$ cat config.mk
export PLATFORM = sky130hd
export DESIGN_NAME = mem_port_arbiter
export DESIGN_NICKNAME = d
export VERILOG_FILES = /design/src/rtl/mem_port_arbiter_pkg.sv /design/src/rtl/arb_loss_cnt.sv /design/src/rtl/mem_port_arbiter.sv
export SDC_FILE = /design/constraint.sdc
export NUM_CORES = 1
export LEC_CHECK = 0
export ABC_AREA = 1
export CAP_MARGIN = 10
export CORE_UTILIZATION = 40
export CTS_BUF_LIST = sky130_fd_sc_hd__clkbuf_4
export CTS_CLUSTER_DIAMETER = 50
export DETAILED_ROUTE_END_ITERATION = 10
export PLACE_DENSITY_LB_ADDON = 0.3
export SYNTH_ARGS = -nofsm -noshare
export SYNTH_HDL_FRONTEND = slang
export SYNTH_HIERARCHICAL = 1
export SYNTH_SLANG_ARGS = --single-unit
$ cat constraint.sdc
create_clock -name clk -period 5.35 [get_ports clk]
set_input_delay 0.8025 -clock clk [delete_from_list [all_inputs] [get_ports clk]]
set_output_delay 0.8025 -clock clk [all_outputs]
set_load 0.005 [all_outputs]
$ cat src/rtl/mem_port_arbiter_pkg.sv
// rtl/mem_port_arbiter_pkg.sv - shared state encodings, owner selects and sizing helper for the memory port arbiter
package mem_port_arbiter_pkg;

  typedef enum logic [1:0] {
    IDLE   = 2'd0,
    BUSY_I = 2'd1,
    BUSY_D = 2'd2
  } arb_state_t;

  localparam logic OWN_I = 1'b0;
  localparam logic OWN_D = 1'b1;

  // Width of a counter that must be able to hold the value max_wait
  function automatic int cnt_width(input int max_wait);
    return (max_wait < 1) ? 1 : $clog2(max_wait + 1);
  endfunction

endpackage

$ cat src/rtl/arb_loss_cnt.sv
// rtl/arb_loss_cnt.sv - saturating count of consecutive fetch arbitration losses
module arb_loss_cnt
  import mem_port_arbiter_pkg::*;
#(
  parameter int MAX_WAIT = 4,
  parameter int CW       = cnt_width(MAX_WAIT)
) (
  input  logic clk,
  input  logic reset,
  input  logic inc,
  input  logic clr,
  output logic sat
);

  logic [CW-1:0] cnt;

  // clear has priority; increments stop once the limit is reached
  always_ff @(posedge clk or posedge reset) begin
    if (reset) begin
      cnt <= '0;
    end else if (clr) begin
      cnt <= '0;
    end else if (inc && !sat) begin
      cnt <= cnt + 1'b1;
    end
  end

  assign sat = (cnt >= CW'(MAX_WAIT));

endmodule

$ cat src/rtl/mem_port_arbiter.sv
// rtl/mem_port_arbiter.sv - single memory port shared by fetch (I) and load/store (D), data first with fetch anti-starvation
module mem_port_arbiter
  import mem_port_arbiter_pkg::*;
#(
  parameter int AW       = 32,
  parameter int DW       = 32,
  parameter int MAX_WAIT = 4
) (
  input  logic            clk,
  input  logic            reset,
  input  logic            i_req,
  input  logic [AW-1:0]   i_addr,
  output logic            i_gnt,
  output logic            i_rvalid,
  output logic [DW-1:0]   i_rdata,
  input  logic            d_req,
  input  logic            d_we,
  input  logic [AW-1:0]   d_addr,
  input  logic [DW-1:0]   d_wdata,
  input  logic [DW/8-1:0] d_be,
  output logic            d_gnt,
  output logic            d_rvalid,
  output logic [DW-1:0]   d_rdata,
  output logic            mem_req,
  output logic            mem_we,
  output logic [AW-1:0]   mem_addr,
  output logic [DW-1:0]   mem_wdata,
  output logic [DW/8-1:0] mem_be,
  input  logic            mem_ack,
  input  logic [DW-1:0]   mem_rdata
);

  arb_state_t state, state_nxt;
  logic       win_owner;
  logic       gnt_i, gnt_d;
  logic       ack_i, ack_d;
  logic       loss_inc, loss_clr, loss_sat;

  arb_loss_cnt #(.MAX_WAIT(MAX_WAIT)) u_loss_cnt (
    .clk   (clk),
    .reset (reset),
    .inc   (loss_inc),
    .clr   (loss_clr),
    .sat   (loss_sat)
  );

  // state register
  always_ff @(posedge clk or posedge reset) begin
    if (reset) begin
      state <= IDLE;
    end else begin
      state <= state_nxt;
    end
  end

  // arbitration in IDLE, completion detection in BUSY; requests are ignored while busy
  always_comb begin
    state_nxt = state;
    win_owner = OWN_D;
    gnt_i     = 1'b0;
    gnt_d     = 1'b0;
    ack_i     = 1'b0;
    ack_d     = 1'b0;
    loss_inc  = 1'b0;
    loss_clr  = 1'b0;
    case (state)
      IDLE: begin
        win_owner = (d_req && !(i_req && loss_sat)) ? OWN_D : OWN_I;
        if (win_owner == OWN_D && d_req) begin
          gnt_d     = 1'b1;
          state_nxt = BUSY_D;
        end else if (i_req) begin
          gnt_i     = 1'b1;
          state_nxt = BUSY_I;
        end
        loss_inc = gnt_d && i_req;
        loss_clr = gnt_i || !i_req;
      end
      BUSY_I: begin
        if (mem_ack) begin
          ack_i     = 1'b1;
          state_nxt = IDLE;
        end
      end
      BUSY_D: begin
        if (mem_ack) begin
          ack_d     = 1'b1;
          state_nxt = IDLE;
        end
      end
      default: state_nxt = IDLE;
    endcase
  end

  // registered grant/response pulses and the memory-side fields of the owning request
  always_ff @(posedge clk or posedge reset) begin
    if (reset) begin
      i_gnt     <= 1'b0;
      d_gnt     <= 1'b0;
      i_rvalid  <= 1'b0;
      d_rvalid  <= 1'b0;
      i_rdata   <= '0;
      d_rdata   <= '0;
      mem_req   <= 1'b0;
      mem_we    <= 1'b0;
      mem_addr  <= '0;
      mem_wdata <= '0;
      mem_be    <= '0;
    end else begin
      i_gnt    <= gnt_i;
      d_gnt    <= gnt_d;
      i_rvalid <= ack_i;
      d_rvalid <= ack_d;
      if (gnt_i) begin
        mem_req  <= 1'b1;
        mem_we   <= 1'b0;
        mem_addr <= i_addr;
        mem_be   <= '1;
      end else if (gnt_d) begin
        mem_req   <= 1'b1;
        mem_we    <= d_we;
        mem_addr  <= d_addr;
        mem_wdata <= d_wdata;
        mem_be    <= d_be;
      end else if (ack_i || ack_d) begin
        mem_req <= 1'b0;
        mem_we  <= 1'b0;
      end
      if (ack_i) begin
        i_rdata <= mem_rdata;
      end
      // a completed write leaves the previous load data in place
      if (ack_d && !mem_we) begin
        d_rdata <= mem_rdata;
      end
    end
  end

endmodule

==> qor.yml <==
layout.nets: 1034
drt-vias-per-instance: 4.83
synth_area_mm2: 0.00582
power_mw: 4.59
clockBufferDepth: 2
grt_start_max_net_pins: 100
finalWirelength_mm: 15.6
crit_type: "register to register"
tritoncts: "yes"
path_clk_slew_ns: 0.12
initial_core_util: 0.415
slew_viol_final: 0
reg2reg_to: "mem_addr[16]"
core_mm2: 0.0140
clock_skew_ns: 0.0136
die_y_um: 123
io_pins: 276
yosysWarnings: 6
mostFrequentLayoutCells: "clkdlybuf4s50_1 (275), nand2_1 (213), dfrtp_1 (143)"
ctsHoldBuffers: 0
synth.distinct_cells: 19
die_w_um: 123
dp_hpwl_mm: 10.5
mostFrequentLayoutCell: "clkdlybuf4s50_1"
cellLeakagePower_nw: 4.21
worst_pin_slew_ns: 1.20
synthCells: 637
track_usage: 0.212
antenna_cells: 0
numCtsBuffers: 17
routabilityCongestion: 0.770
p_sw_mw: 1.47
critPathCapture: "mem_addr[16]"
combPwrFrac: 0.429
grt_pass1_vias: 4886
dr_total_vias: 5235
drc: 0
crit_required_ns: 5.83
synth.avg_cell_area_um2: 9.14
ys_ff_latch: 143
post-cts-setup-buffers: 0
grt_setup_unrepaired: "false"
syn_to_final_growth_pct: 53.8
ys_seq_area_frac: 0.615
crit_fanout: 73
p_int_mw: 3.13
endpoint_kind: "register"
drv_cap: 0
cp-start-kind: "register"
drive_gt1_frac: 0.0431
min_period_ns: 3.30
r2r_cells: 7
place_inst: 1052
hold_violations: 0
tns_ns: 0
period_share: 0.616
die-area_mm2: 0.0150
ctsResizeCount: 0
antenna_found_initial: 0
grt_pass1_wl_mm: 24.3
htreeDepth: 4
r2r_slack_ns: 2.05
first_pass_iters: 4
swShare: 0.319
max-vdd-ir-drop_mv: 0.248
clock_latency_ns: 0.53
fmax_mhz: 303
placementRows: 43
ant_nets: 0
finalNonFillerCells: 1084
status: "complete, no violations"
max_slew_margin: 0.200
drtIter0Drc: 229
setup_viol: 0
crit_arrival_ns: 3.77
r2r-start: "state[0]"
port_buffers: 275
syn_nets: 780
clkPwrFrac: 0.173
wire_per_inst_um: 14.4
hold_class: "register to register"
overflow: 0
p_per_area_mw_per_mm2: 513
root_buffer: "clkbuf_4"
cts_sinks: 143
crit_path_start: "state[0]"
p_seq_frac: 0.399
-- power by group through the flow --
| stage | registers (mW) | logic [mW] | clock network (mW) |
|---|---|---|---|
| after floorplan | 1.88 | 0.707 | 0 |
| after global placement | 1.84 | 1.97 | 0 |
| final | 1.83 | 1.97 | 0.793 |
| after global routing | 1.89 | 2.18 | 0.859 |
| after detailed placement | 1.85 | 1.99 | 0 |
| after CTS | 1.83 | 2.00 | 0.817 |
-- flip-flops by register name (all words and copies together), names as in the netlist, 2 cells and up --
signal and count:
state 2, d_rdata 32, mem_wdata 32, mem_addr 32
u_loss_cnt/cnt 3, mem_be 4, i_rdata 32
-- cells in the mapped netlist (all sizes together) --
library cell  number  area, um2
nand2            217        832
dfrtp            143       3580
nand3             75        393
o21ai             68        340
inv               48        180
nand4             33        206
buf               25        139
clkbuf            18       67.6
ha                 5       62.6
nor2               3       11.3
a21oi              2       10.0
-- logic make-up (layout without fill, tap and decap cells) --
family | count (synthesis) | count (layout) | synth area share
simple gates | 328 | 328 | 0.248
flops | 143 | 143 | 0.615
buf+inv | 91 | 358 | 0.0664
compound gates | 70 | 70 | 0.0602
fa+ha+maj | 5 | 5 | 0.0107
-- metrics by stage --
step                cell area [um2]   util  hold slack (ns)  setup WS [ns]
detailed placement             8620  0.614            0.466           1.48
CTS                            8950  0.638            0.496           2.03
global placement               8620  0.614            0.462           1.52
floorplan                      5820      -            0.472          0.795
global route                   8950  0.638            0.504           1.78
finish                         8950  0.638            0.492           2.05
-- routing by layer --
| layer | vias to the layer above | track usage | share of wire |
|---|---|---|---|
| met4 | 0 | 0.0861 | 0.021 |
| met5 | - | 0 | 0 |
| met1 | 2429 | 0.257 | 0.42 |
| met2 | 210 | 0.340 | 0.47 |
| li1 | 2572 | - | - |
| met3 | 24 | 0.0799 | 0.089 |
-- critical path, stage by stage, from the launching register on --
cell,delay [ns]
dfrtp_1,0.41
inv_1,0.09
ha_1,0.15
buf_4,0.36
nand3_4,0.72
inv_2,1.19
nand2_1,0.16
nand3_1,0.14
-- how the worst min path moves through the flow --
stage / startpoint / to / slack [ns] / cells past startpoint
after detailed placement: mem_wdata[16] / mem_wdata[16] / 0.47 / 2
after global placement: mem_wdata[0] / mem_wdata[0] / 0.46 / 2
after floorplan: mem_wdata[0] / mem_wdata[0] / 0.47 / 2
after CTS: reset / u_loss_cnt/cnt[1] / 0.50 / 2
final: mem_wdata[27] / mem_wdata[27] / 0.49 / 2
after global routing: reset / u_loss_cnt/cnt[0] / 0.50 / 2
-- final cells by class --
type	count	area (um2)
fillers	1188	5090
flip-flops and latches	143	3580
repair buffers	278	2780
multi-input cells	403	1860
well taps	180	225
clock inverters	14	195
inverters	48	185
clock buffers	18	135
Note: power is estimated with default switching activity, not from simulation.
==> RTL change: new RTL, same settings <==
Reset style: synchronous (`reset`), changed in 3 clocked blocks.
--- a/src/rtl/arb_loss_cnt.sv
+++ b/src/rtl/arb_loss_cnt.sv
@@ -15,7 +15,7 @@
   logic [CW-1:0] cnt;
 
   // clear has priority; increments stop once the limit is reached
-  always_ff @(posedge clk or posedge reset) begin
+  always_ff @(posedge clk) begin
     if (reset) begin
       cnt <= '0;
     end else if (clr) begin
--- a/src/rtl/mem_port_arbiter.sv
+++ b/src/rtl/mem_port_arbiter.sv
@@ -45,7 +45,7 @@
   );
 
   // state register
-  always_ff @(posedge clk or posedge reset) begin
+  always_ff @(posedge clk) begin
     if (reset) begin
       state <= IDLE;
     end else begin
@@ -93,7 +93,7 @@
   end
 
   // registered grant/response pulses and the memory-side fields of the owning request
-  always_ff @(posedge clk or posedge reset) begin
+  always_ff @(posedge clk) begin
     if (reset) begin
       i_gnt     <= 1'b0;
       d_gnt     <= 1'b0;
Function: differs if reset is asserted again (counterexample within 4 cycles, from zero or initial values and one cycle with reset high); with reset held inactive, the same outputs for 4 cycles.
==> RTL change against the unedited design <==
Power decreased by 33%. Wire length increased by 8.3%. Fmax increased by 5.6%. Count of clock-buffer cells in the layout unchanged. Combinational power decreased by 49%. Sequential power decreased by 28%. Setup slack improved by 0.18 ns. Area after synthesis decreased by 2.8%. Register-to-register slack improved by 0.47 ns. Global-route usage increased by 1.8 points. Core utilization decreased by 0.44 points. Design area decreased by 2.2%. Cell count increased by 13%. Sequential cell count unchanged.
==> RTL change: results <==
[outcome]
status = completed

[worst_setup_path]
setup.worst_path.start = i_req
crit_arrival_ns = 3.58
critPathCapture = mem_addr[3]
crit-reg2reg-launch = state[1]
worst_r2r_path_depth = 9
path_max_fanout = 44
critical-path-slowest-cell = sky130_fd_sc_hd__inv_2
critical-path-max-stage-delay_ns = 0.65
reg2reg_slack_ns = 2.52

[grt]
global_route_wire_length_before_repair_um = 26480
grt_util_met3_pct = 8.459
grt_util_all_layers_pct = 23.03
grt_pass1_vias = 5302
grtUsageMet1_pct = 27.39
grt_util_met2_pct = 37.79
largest_net_degree_at_the_start_of_global_routing = 73

[clock_network]
buffer_cell_driving_the_clock_tree_root = sky130_fd_sc_hd__clkbuf_4
cts.repair.resized = 0

[final_layout]
fill_cells = 1260
final_layout_size_suffix_gt1_share_pct = 4.476
n_antenna_cell = 0
nets = 1180

[place]
dpl.hpwl_um = 11140
postPlaceCellArea_um2 = 8428
globalplace.congestion = 0.8281
dpl_worst_slack_ns = 1.689

[timing]
transition_time_at_the_pin_with_the_least_slew_margin_ns = 1.090
finalWorstSetupSlack_ns = 2.228
timing.clock.skew_ns = 0.02265

[logic_synthesis]
asyncSetResetFlopFracSynth_pct = 0
mappedNetlistNets = 932
yosys_warnings = 6
yosys-top-cells-count = sky130_fd_sc_hd__nor2_1 (236), sky130_fd_sc_hd__nand2_1 (147), sky130_fd_sc_hd__dfxtp_1 (143)
netlist_top_cells_area = sky130_fd_sc_hd__dfxtp_1 (51%), sky130_fd_sc_hd__nor2_1 (16%), sky130_fd_sc_hd__nand2_1 (9.8%)
synth.lib_cells_used.distinct = 21
synth_most_common_cell = sky130_fd_sc_hd__nor2_1
ys_seq_area_share_pct = 50.62

[min_path]
hold_class = reg2reg
holdPathEnd = mem_wdata[16]
hp-start = mem_wdata[16]

[route]
met2_length_um = 7889
drt-initial-drc-count = 413
wire_length_on_met1_um = 7077
viasPerCell = 4.693
wl_met3_um = 1603
post_drt_wl_per_cell_um = 13.76

[pwr]
internal-power_mw = 2.116
power.ir.vdd_worst_mv = 0.2344
pwr-share-comb_pct = 32.6
total_leakage_power_nw = 3.561
pwr.group.sequential_mw = 1.31
-- RTL change: stage by stage --
step | hold WS (ns) | utilization, % | total power [mW] | cells
global placement | 0.4508 | 60.95 | 2.334 | 1198
detailed placement | 0.4575 | 60.95 | 2.345 | 1198
CTS | 0.4749 | 63.32 | 3.129 | 1230
finish | 0.4720 | 63.32 | 3.091 | 1230
floorplan | 0.4600 | - | 1.829 | 789
global route | 0.4869 | 63.32 | 3.295 | 1230
-- RTL change: kinds of logic after synthesis --
logic type                 count (synthesis)  synth area share (%)
DFF                                      143                 50.62
AOI/OAI and AO/OA                        106                 9.624
buffers and inverters                    104                 7.898
and+or+nand+nor                          431                 30.75
adders and majority gates                  5                 1.106
-- RTL change: layout make-up --
class	instances	area share, %
sequential	143	32.70
timing repair buffer	282	31.99
multi-input combinational	542	26.83
tap	180	2.573
clock inverter	14	2.187
inverter	51	2.187
clock buffer	18	1.544
